File: src/rtl/reg_file_bp_pkg.sv
// rv_regfile_pkg: shared constants and types for the integer register file.
//   XLEN_DEF / NREGS_DEF   default register width and register count
//   SP_INIT_DEF / GP_INIT_DEF reset values of x2 (sp) and x3 (gp)
//   reg_addr_t             register address type for the default NREGS
//   X0_ADDR                address of the hard-wired zero register
package rv_regfile_pkg;

  localparam int unsigned XLEN_DEF  = 32;
  localparam int unsigned NREGS_DEF = 32;
  localparam int unsigned AW_DEF    = $clog2(NREGS_DEF);

  localparam logic [31:0] SP_INIT_DEF = 32'h0000_2ffc;
  localparam logic [31:0] GP_INIT_DEF = 32'h0000_1800;

  typedef logic [AW_DEF-1:0] reg_addr_t;

  localparam reg_addr_t X0_ADDR = reg_addr_t'(0);

endpackage

File: src/rtl/reg_file_bp_if.sv
// reg_file_bp_if: decode/writeback bus of the register file.
//   master  : pipeline side (drives read addresses, alloc, writeback, flush)
//   slave   : register file side (drives read data, ready bits, busy vector)
// Signals:
//   rd_addr  NUM_RD*AW    packed read addresses, port p at [p*AW +: AW]
//   rd_data  NUM_RD*XLEN  packed read data (combinational)
//   rd_ready NUM_RD       port p register has no outstanding write
//   alloc_en/alloc_addr   destination allocation from decode
//   wb_en/wb_addr/wb_data register update from writeback
//   flush                 clears all pending bits
//   busy_vec NREGS        registered pending vector
interface reg_file_bp_if #(
  parameter int unsigned XLEN   = 32,
  parameter int unsigned NREGS  = 32,
  parameter int unsigned NUM_RD = 2
);
  localparam int unsigned AW = $clog2(NREGS);

  logic [NUM_RD*AW-1:0]   rd_addr;
  logic [NUM_RD*XLEN-1:0] rd_data;
  logic [NUM_RD-1:0]      rd_ready;
  logic                   alloc_en;
  logic [AW-1:0]          alloc_addr;
  logic                   wb_en;
  logic [AW-1:0]          wb_addr;
  logic [XLEN-1:0]        wb_data;
  logic                   flush;
  logic [NREGS-1:0]       busy_vec;

  modport master (
    output rd_addr, alloc_en, alloc_addr, wb_en, wb_addr, wb_data, flush,
    input  rd_data, rd_ready, busy_vec
  );

  modport slave (
    input  rd_addr, alloc_en, alloc_addr, wb_en, wb_addr, wb_data, flush,
    output rd_data, rd_ready, busy_vec
  );

endinterface

File: src/rtl/reg_file_bp_scoreboard.sv
// reg_scoreboard: pending-write tracker for the register file.
//   clock, rst            clock and synchronous active-high reset
//   alloc_en/alloc_addr   marks a destination register pending
//   wb_en/wb_addr         clears the pending bit of the written register
//   flush                 clears every pending bit
//   rd_addr               packed read addresses for the ready lookup
//   busy_vec              registered pending vector
//   rd_ready              per-port "operand safe to consume"
module reg_scoreboard
  import rv_regfile_pkg::*;
#(
  parameter int unsigned NREGS  = NREGS_DEF,
  parameter int unsigned NUM_RD = 2,
  localparam int unsigned AW    = $clog2(NREGS)
) (
  input  logic                 clock,
  input  logic                 rst,
  input  logic                 alloc_en_i,
  input  logic [AW-1:0]        alloc_addr_i,
  input  logic                 wb_en_i,
  input  logic [AW-1:0]        wb_addr_i,
  input  logic                 flush_i,
  input  logic [NUM_RD*AW-1:0] rd_addr_i,
  output logic [NREGS-1:0]     busy_vec_o,
  output logic [NUM_RD-1:0]    rd_ready_o
);

  localparam logic [AW-1:0] ZERO_A = AW'(X0_ADDR);

  logic [NREGS-1:0] busy_q;
  logic [NREGS-1:0] busy_d;

  // Next pending vector: flush beats alloc, alloc beats writeback (the
  // allocating instruction is the younger producer).
  always_comb begin
    busy_d = busy_q;
    if (flush_i) begin
      busy_d = '0;
    end else begin
      if (wb_en_i) begin
        busy_d[wb_addr_i] = 1'b0;
      end else begin
        busy_d = busy_d;
      end
      if (alloc_en_i && (alloc_addr_i != ZERO_A)) begin
        busy_d[alloc_addr_i] = 1'b1;
      end else begin
        busy_d = busy_d;
      end
    end
    busy_d[0] = 1'b0;
  end

  // Pending vector register.
  always_ff @(posedge clock) begin
    if (rst) begin
      busy_q <= '0;
    end else begin
      busy_q <= busy_d;
    end
  end

  assign busy_vec_o = busy_q;

  // A same-cycle writeback makes the operand available through the bypass.
  for (genvar p = 0; p < NUM_RD; p++) begin : g_ready
    logic [AW-1:0] ra_s;
    assign ra_s = rd_addr_i[p*AW +: AW];
    assign rd_ready_o[p] = (ra_s == ZERO_A) || !busy_q[ra_s] ||
                           (wb_en_i && (wb_addr_i == ra_s));
  end

endmodule

File: src/rtl/reg_file_bp.sv
// reg_file_bp: integer register file with NUM_RD read ports, write-to-read
// bypass and a pending-write scoreboard.
//   clock, rst   clock and synchronous active-high reset
//   bus (slave)  decode/writeback bus, see reg_file_bp_if
module reg_file_bp
  import rv_regfile_pkg::*;
#(
  parameter int unsigned XLEN    = XLEN_DEF,
  parameter int unsigned NREGS   = NREGS_DEF,
  parameter int unsigned NUM_RD  = 2,
  parameter logic [XLEN-1:0] SP_INIT = XLEN'(SP_INIT_DEF),
  parameter logic [XLEN-1:0] GP_INIT = XLEN'(GP_INIT_DEF),
  localparam int unsigned AW     = $clog2(NREGS)
) (
  input  logic        clock,
  input  logic        rst,
  reg_file_bp_if.slave bus
);

  localparam logic [AW-1:0] ZERO_A = AW'(X0_ADDR);

  logic [XLEN-1:0] mem_q [NREGS];

  // Register array: reset image (sp/gp preset) and writeback port; x0 is
  // never written so it stays zero.
  always_ff @(posedge clock) begin
    if (rst) begin
      for (int i = 0; i < NREGS; i++) begin
        if (i == 2) begin
          mem_q[i] <= SP_INIT;
        end else if (i == 3) begin
          mem_q[i] <= GP_INIT;
        end else begin
          mem_q[i] <= '0;
        end
      end
    end else if (bus.wb_en && (bus.wb_addr != ZERO_A)) begin
      mem_q[bus.wb_addr] <= bus.wb_data;
    end
  end

  // Read muxes: a writeback to the same non-zero register is forwarded.
  for (genvar p = 0; p < NUM_RD; p++) begin : g_rd
    logic [AW-1:0] ra_s;
    assign ra_s = bus.rd_addr[p*AW +: AW];
    assign bus.rd_data[p*XLEN +: XLEN] =
        (ra_s == ZERO_A)                       ? '0 :
        (bus.wb_en && (bus.wb_addr == ra_s))   ? bus.wb_data :
                                                 mem_q[ra_s];
  end

  reg_scoreboard #(
    .NREGS  (NREGS),
    .NUM_RD (NUM_RD)
  ) u_sb (
    .clock        (clock),
    .rst          (rst),
    .alloc_en_i   (bus.alloc_en),
    .alloc_addr_i (bus.alloc_addr),
    .wb_en_i      (bus.wb_en),
    .wb_addr_i    (bus.wb_addr),
    .flush_i      (bus.flush),
    .rd_addr_i    (bus.rd_addr),
    .busy_vec_o   (bus.busy_vec),
    .rd_ready_o   (bus.rd_ready)
  );

endmodule
File: src/flat_wrapper.sv
// flat-port wrapper written by rule: the top's interface ports become plain ports
module reg_file_bp_flat import rv_regfile_pkg::*;
#(
  parameter int unsigned XLEN    = XLEN_DEF,
  parameter int unsigned NREGS   = NREGS_DEF,
  parameter int unsigned NUM_RD  = 2,
  parameter logic [XLEN-1:0] SP_INIT = XLEN'(SP_INIT_DEF),
  parameter logic [XLEN-1:0] GP_INIT = XLEN'(GP_INIT_DEF),
  localparam int unsigned AW     = $clog2(NREGS)
)
  (clock, rst, bus_rd_addr, bus_alloc_en, bus_alloc_addr, bus_wb_en, bus_wb_addr, bus_wb_data, bus_flush, bus_rd_data, bus_rd_ready, bus_busy_vec);
  reg_file_bp_if #(.XLEN(XLEN), .NREGS(NREGS), .NUM_RD(NUM_RD)) bus_i ();
  input  logic clock;
  input  logic rst;
  input wire logic [$bits(bus_i.rd_addr)-1:0] bus_rd_addr;
  input wire logic [$bits(bus_i.alloc_en)-1:0] bus_alloc_en;
  input wire logic [$bits(bus_i.alloc_addr)-1:0] bus_alloc_addr;
  input wire logic [$bits(bus_i.wb_en)-1:0] bus_wb_en;
  input wire logic [$bits(bus_i.wb_addr)-1:0] bus_wb_addr;
  input wire logic [$bits(bus_i.wb_data)-1:0] bus_wb_data;
  input wire logic [$bits(bus_i.flush)-1:0] bus_flush;
  output wire logic [$bits(bus_i.rd_data)-1:0] bus_rd_data;
  output wire logic [$bits(bus_i.rd_ready)-1:0] bus_rd_ready;
  output wire logic [$bits(bus_i.busy_vec)-1:0] bus_busy_vec;
  assign bus_i.rd_addr = bus_rd_addr;
  assign bus_i.alloc_en = bus_alloc_en;
  assign bus_i.alloc_addr = bus_alloc_addr;
  assign bus_i.wb_en = bus_wb_en;
  assign bus_i.wb_addr = bus_wb_addr;
  assign bus_i.wb_data = bus_wb_data;
  assign bus_i.flush = bus_flush;
  assign bus_rd_data = bus_i.rd_data;
  assign bus_rd_ready = bus_i.rd_ready;
  assign bus_busy_vec = bus_i.busy_vec;
  reg_file_bp #(.XLEN(XLEN), .NREGS(NREGS), .NUM_RD(NUM_RD), .SP_INIT(SP_INIT), .GP_INIT(GP_INIT)) u_core (.clock(clock), .rst(rst), .bus(bus_i));
endmodule
File: config.mk
export PLATFORM = sky130hd
export DESIGN_NAME = reg_file_bp_flat
export DESIGN_NICKNAME = d
export VERILOG_FILES = /design/src/rtl/reg_file_bp_pkg.sv /design/src/rtl/reg_file_bp_if.sv /design/src/rtl/reg_file_bp_scoreboard.sv /design/src/rtl/reg_file_bp.sv /design/src/flat_wrapper.sv
export SDC_FILE = /design/constraint.sdc
export NUM_CORES = 2
export LEC_CHECK = 0
export BUFFER_PORTS_ARGS = -buffer_cell sky130_fd_sc_hd__buf_2
export CORE_MARGIN = 2
export CORE_UTILIZATION = 25
export CTS_CLUSTER_DIAMETER = 60
export DETAILED_ROUTE_END_ITERATION = 16
export PLACE_DENSITY = 0.4
export SYNTH_ARGS = -nofsm -noshare
export SYNTH_HDL_FRONTEND = slang
export SYNTH_SLANG_ARGS = --single-unit
File: constraint.sdc
create_clock -name clock -period 6.85 [get_ports clock]
set_input_delay 0.685 -clock clock [delete_from_list [all_inputs] [get_ports clock]]
set_output_delay 0.685 -clock clock [all_outputs]
set_load 0.1 [all_outputs]
==> metrics <==
peak supply drop=approximately 0.25 mV; status=completed; RSZ-0062 raised after global routing=no; Slew Limit Fails=0; met1 wire length=approximately 110000 microns; largest net degree at the start of global routing=95; P per Cell Area=about 260 nW/um^2; DR top layer=met5; routed wire length=between 200000 and 250000 microns; Hold Buf Count CTS=0; YS warnings=0; antenna violations before repair=31; Vias per Instance=5.20; Clk Latency, worst-skew pair=between 0.7 and 0.8 ns; Worst Tran Pin Value=1.16 ns; area delta synth->final=15.1%; H-tree levels=4; postcts setup bufs=0; I/O Buffers=roughly 150; fmax=roughly 180 MHz; area of the mapped netlist=around 57000 sq um; share of cells above drive strength 1=0.231; initial core utilization=0.251; Hold Violations, Final=0; Reg clk slew, reported paths=0.05 ns; WL met3=roughly 13000 microns; final worst-path cycle share=0.819; CP required=around 6.2 ns; Die Width=~480 microns; sequential area share after synthesis=0.549; Final ANT Viol Nets=0; Ports=approximately 160; Sink Count=approximately 1100; startpoint types=primary input; fraction of registers with async set/reset=0; Worst Path Max Fanout=34; total power=roughly 17 mW; Die H=slightly below 500 microns; Starting DRT DRC Count=3730; setup tns final=0 ns; row count=between 150 and 200; Final setup viols=0; routed via count=37500; clock buffer count from CTS=135; core area=227000 sq um; minimum clock period=~5.6 ns; drc violations=0; Routed met2 length=about 110000 microns; number of synthesized flops with an enable pin=about 1000; Lkg Pwr=roughly 22 nW; Critical Path End Type=output port; vias in the first global route=around 37000; critical path arrival=about 4.9 ns; CTS tree=yes; grt total ovfl=0; post-cts sizing count=0; Max Buffers Root-to-Sink=3; ys flop type=edfxtp_1; GRT Resource Usage Total=0.207; Post-DP HPWL=about 150000 microns; WL/cell=~34 microns; critical path class=primary input to output port; worst relative slew slack=0.225; # Max-Cap Violations=0; layout net count=4156; first-pass GRT wire length=332000 microns; Unique masters post-synth=59; worst clock skew=0 ns; Avg Cell Area, Syn=between 10 and 15 sq um; gpl congestion=0.882; Die ar.=between 200000 and 250000 sq um; clock root cell=clkbuf_16; 1st-pass router iterations=6; Post-Syn Instances=just over 4000; Synth Register Bits=1055; Hold/Removal Path Class=primary input to flop
where the power goes:
| group | leakage (nW) | total [mW] | internal, mW | switching [mW] |
|---|---|---|---|---|
| combinational | 10.4 | 2.62 | 0.761 | 1.86 |
| sequential | 10.0 | 7.60 | 7.43 | 0.179 |
| clock | 2.06 | 7.02 | 4.10 | 2.92 |
cells in the mapped netlist (32+ instances only):
master    count  area share
buf_2        72      0.0063
a22oi_1      46      0.0060
edfxtp_1   1024        0.54
o21ai_0      83      0.0073
nor2_1       73      0.0048
mux2i_1     292       0.051
clkbuf_1    315       0.021
a211oi_1     41      0.0054
a21oi_1     111      0.0097
mux2_2       47      0.0093
and2_1      979        0.11
a221o_1      50      0.0088
mux4_2      381        0.15
a221oi_1     97       0.015
o21bai_1     32      0.0042
nand2_1      53      0.0035
stage by stage:
step	hold WS [ns]	instances	utilization	cell area [sq um]	setup slack [ns]
after global placement	0.494	6970	0.271	61500	1.26
after detailed placement	0.504	6971	0.271	61500	1.31
final	0.350	7213	0.289	65800	1.24
after floorplan	0.863	4107	-	57200	2.50
after CTS	0.288	7205	0.289	65700	1.28
after global routing	0.339	7206	0.289	65700	1.14
area by class of cell:
cell class                      instances  area [sq um]
Antenna cell                            8          20.0
Clock buffer                          170          3690
Clock inverter                         64           532
Fill cell                           22700        162000
Inverter                                5          20.0
Multi-Input combinational cell       2622         24400
Sequential cell                      1055         31400
Tap cell                             3009          3760
Timing Repair Buffer                  280          1980
metal layers:
metal | vias up | global-route usage
met5 | - | 0
met4 | 6 | 0.0728
met3 | 324 | 0.0275
met2 | 1367 | 0.330
met1 | 20100 | 0.287
li1 | 15700 | -
kinds of logic after synthesis:
group	count (synthesis)	share of synthesized area
AOI/OAI and AO/OA	576	0.0722
muxes	720	0.211
and+or+nand+nor	1283	0.135
other	1	0.0000657
buffers and inverters	430	0.0313
DFF	1055	0.549
xor gates and xnor gates	10	0.00153
flip-flops by register name, summed over array words and instances, names as in the netlist:
| register | count |
|---|---|
| u_core.mem_q | 1024 |
| u_core.u_sb.busy_vec_o | 31 |
worst paths after layout:
kind                                end  slack (ns)                       start  depth (start not counted)
max reg2reg  u_core.u_sb.busy_vec_o[16]        6.03  u_core.u_sb.busy_vec_o[16]                          2
min reg2reg   u_core.u_sb.busy_vec_o[6]        0.52   u_core.u_sb.busy_vec_o[6]                          2
max                     bus_rd_data[23]        1.24              bus_rd_addr[3]                          8
min          u_core.u_sb.busy_vec_o[28]        0.35           bus_alloc_addr[0]                          4
placed cells by master (no fill, tap or decap), types with 6 or more instances in the layout:
cell type / count
o21bai_1: 31
nor3_1: 27
nor2b_1: 30
o21ai_0: 83
and2_1: 979
edfxtp_1: 1024
a221o_1: 50
o22ai_1: 26
nor2_1: 43
a21boi_0: 31
buf_2: 144
mux2i_1: 292
buf_4: 114
a211oi_1: 41
o221ai_1: 14
nor2_4: 30
buf_12: 16
nand2_1: 53
nand3b_1: 11
bufinv_16: 8
dfxtp_1: 31
o22a_1: 31
xnor2_1: 8
or2_2: 31
clkbuf_1: 26
diode_2: 8
nand3_1: 19
a21oi_1: 111
a221oi_1: 97
nand2b_1: 14
mux4_2: 381
clkinv_2: 17
clkbuf_16: 143
a22oi_1: 46
conb_1: 33
clkinv_1: 28
and3_1: 6
mux2_2: 47
worst max-delay path: stages:
cell and delay, ns:
buf_4 0.58, clkinv_2 0.68, buf_4 0.45, a221oi_1 0.62, a21boi_0 0.17, o21ai_0 0.78, a221o_1 0.36, buf_2 0.46
(Power assumes the default switching activity.)
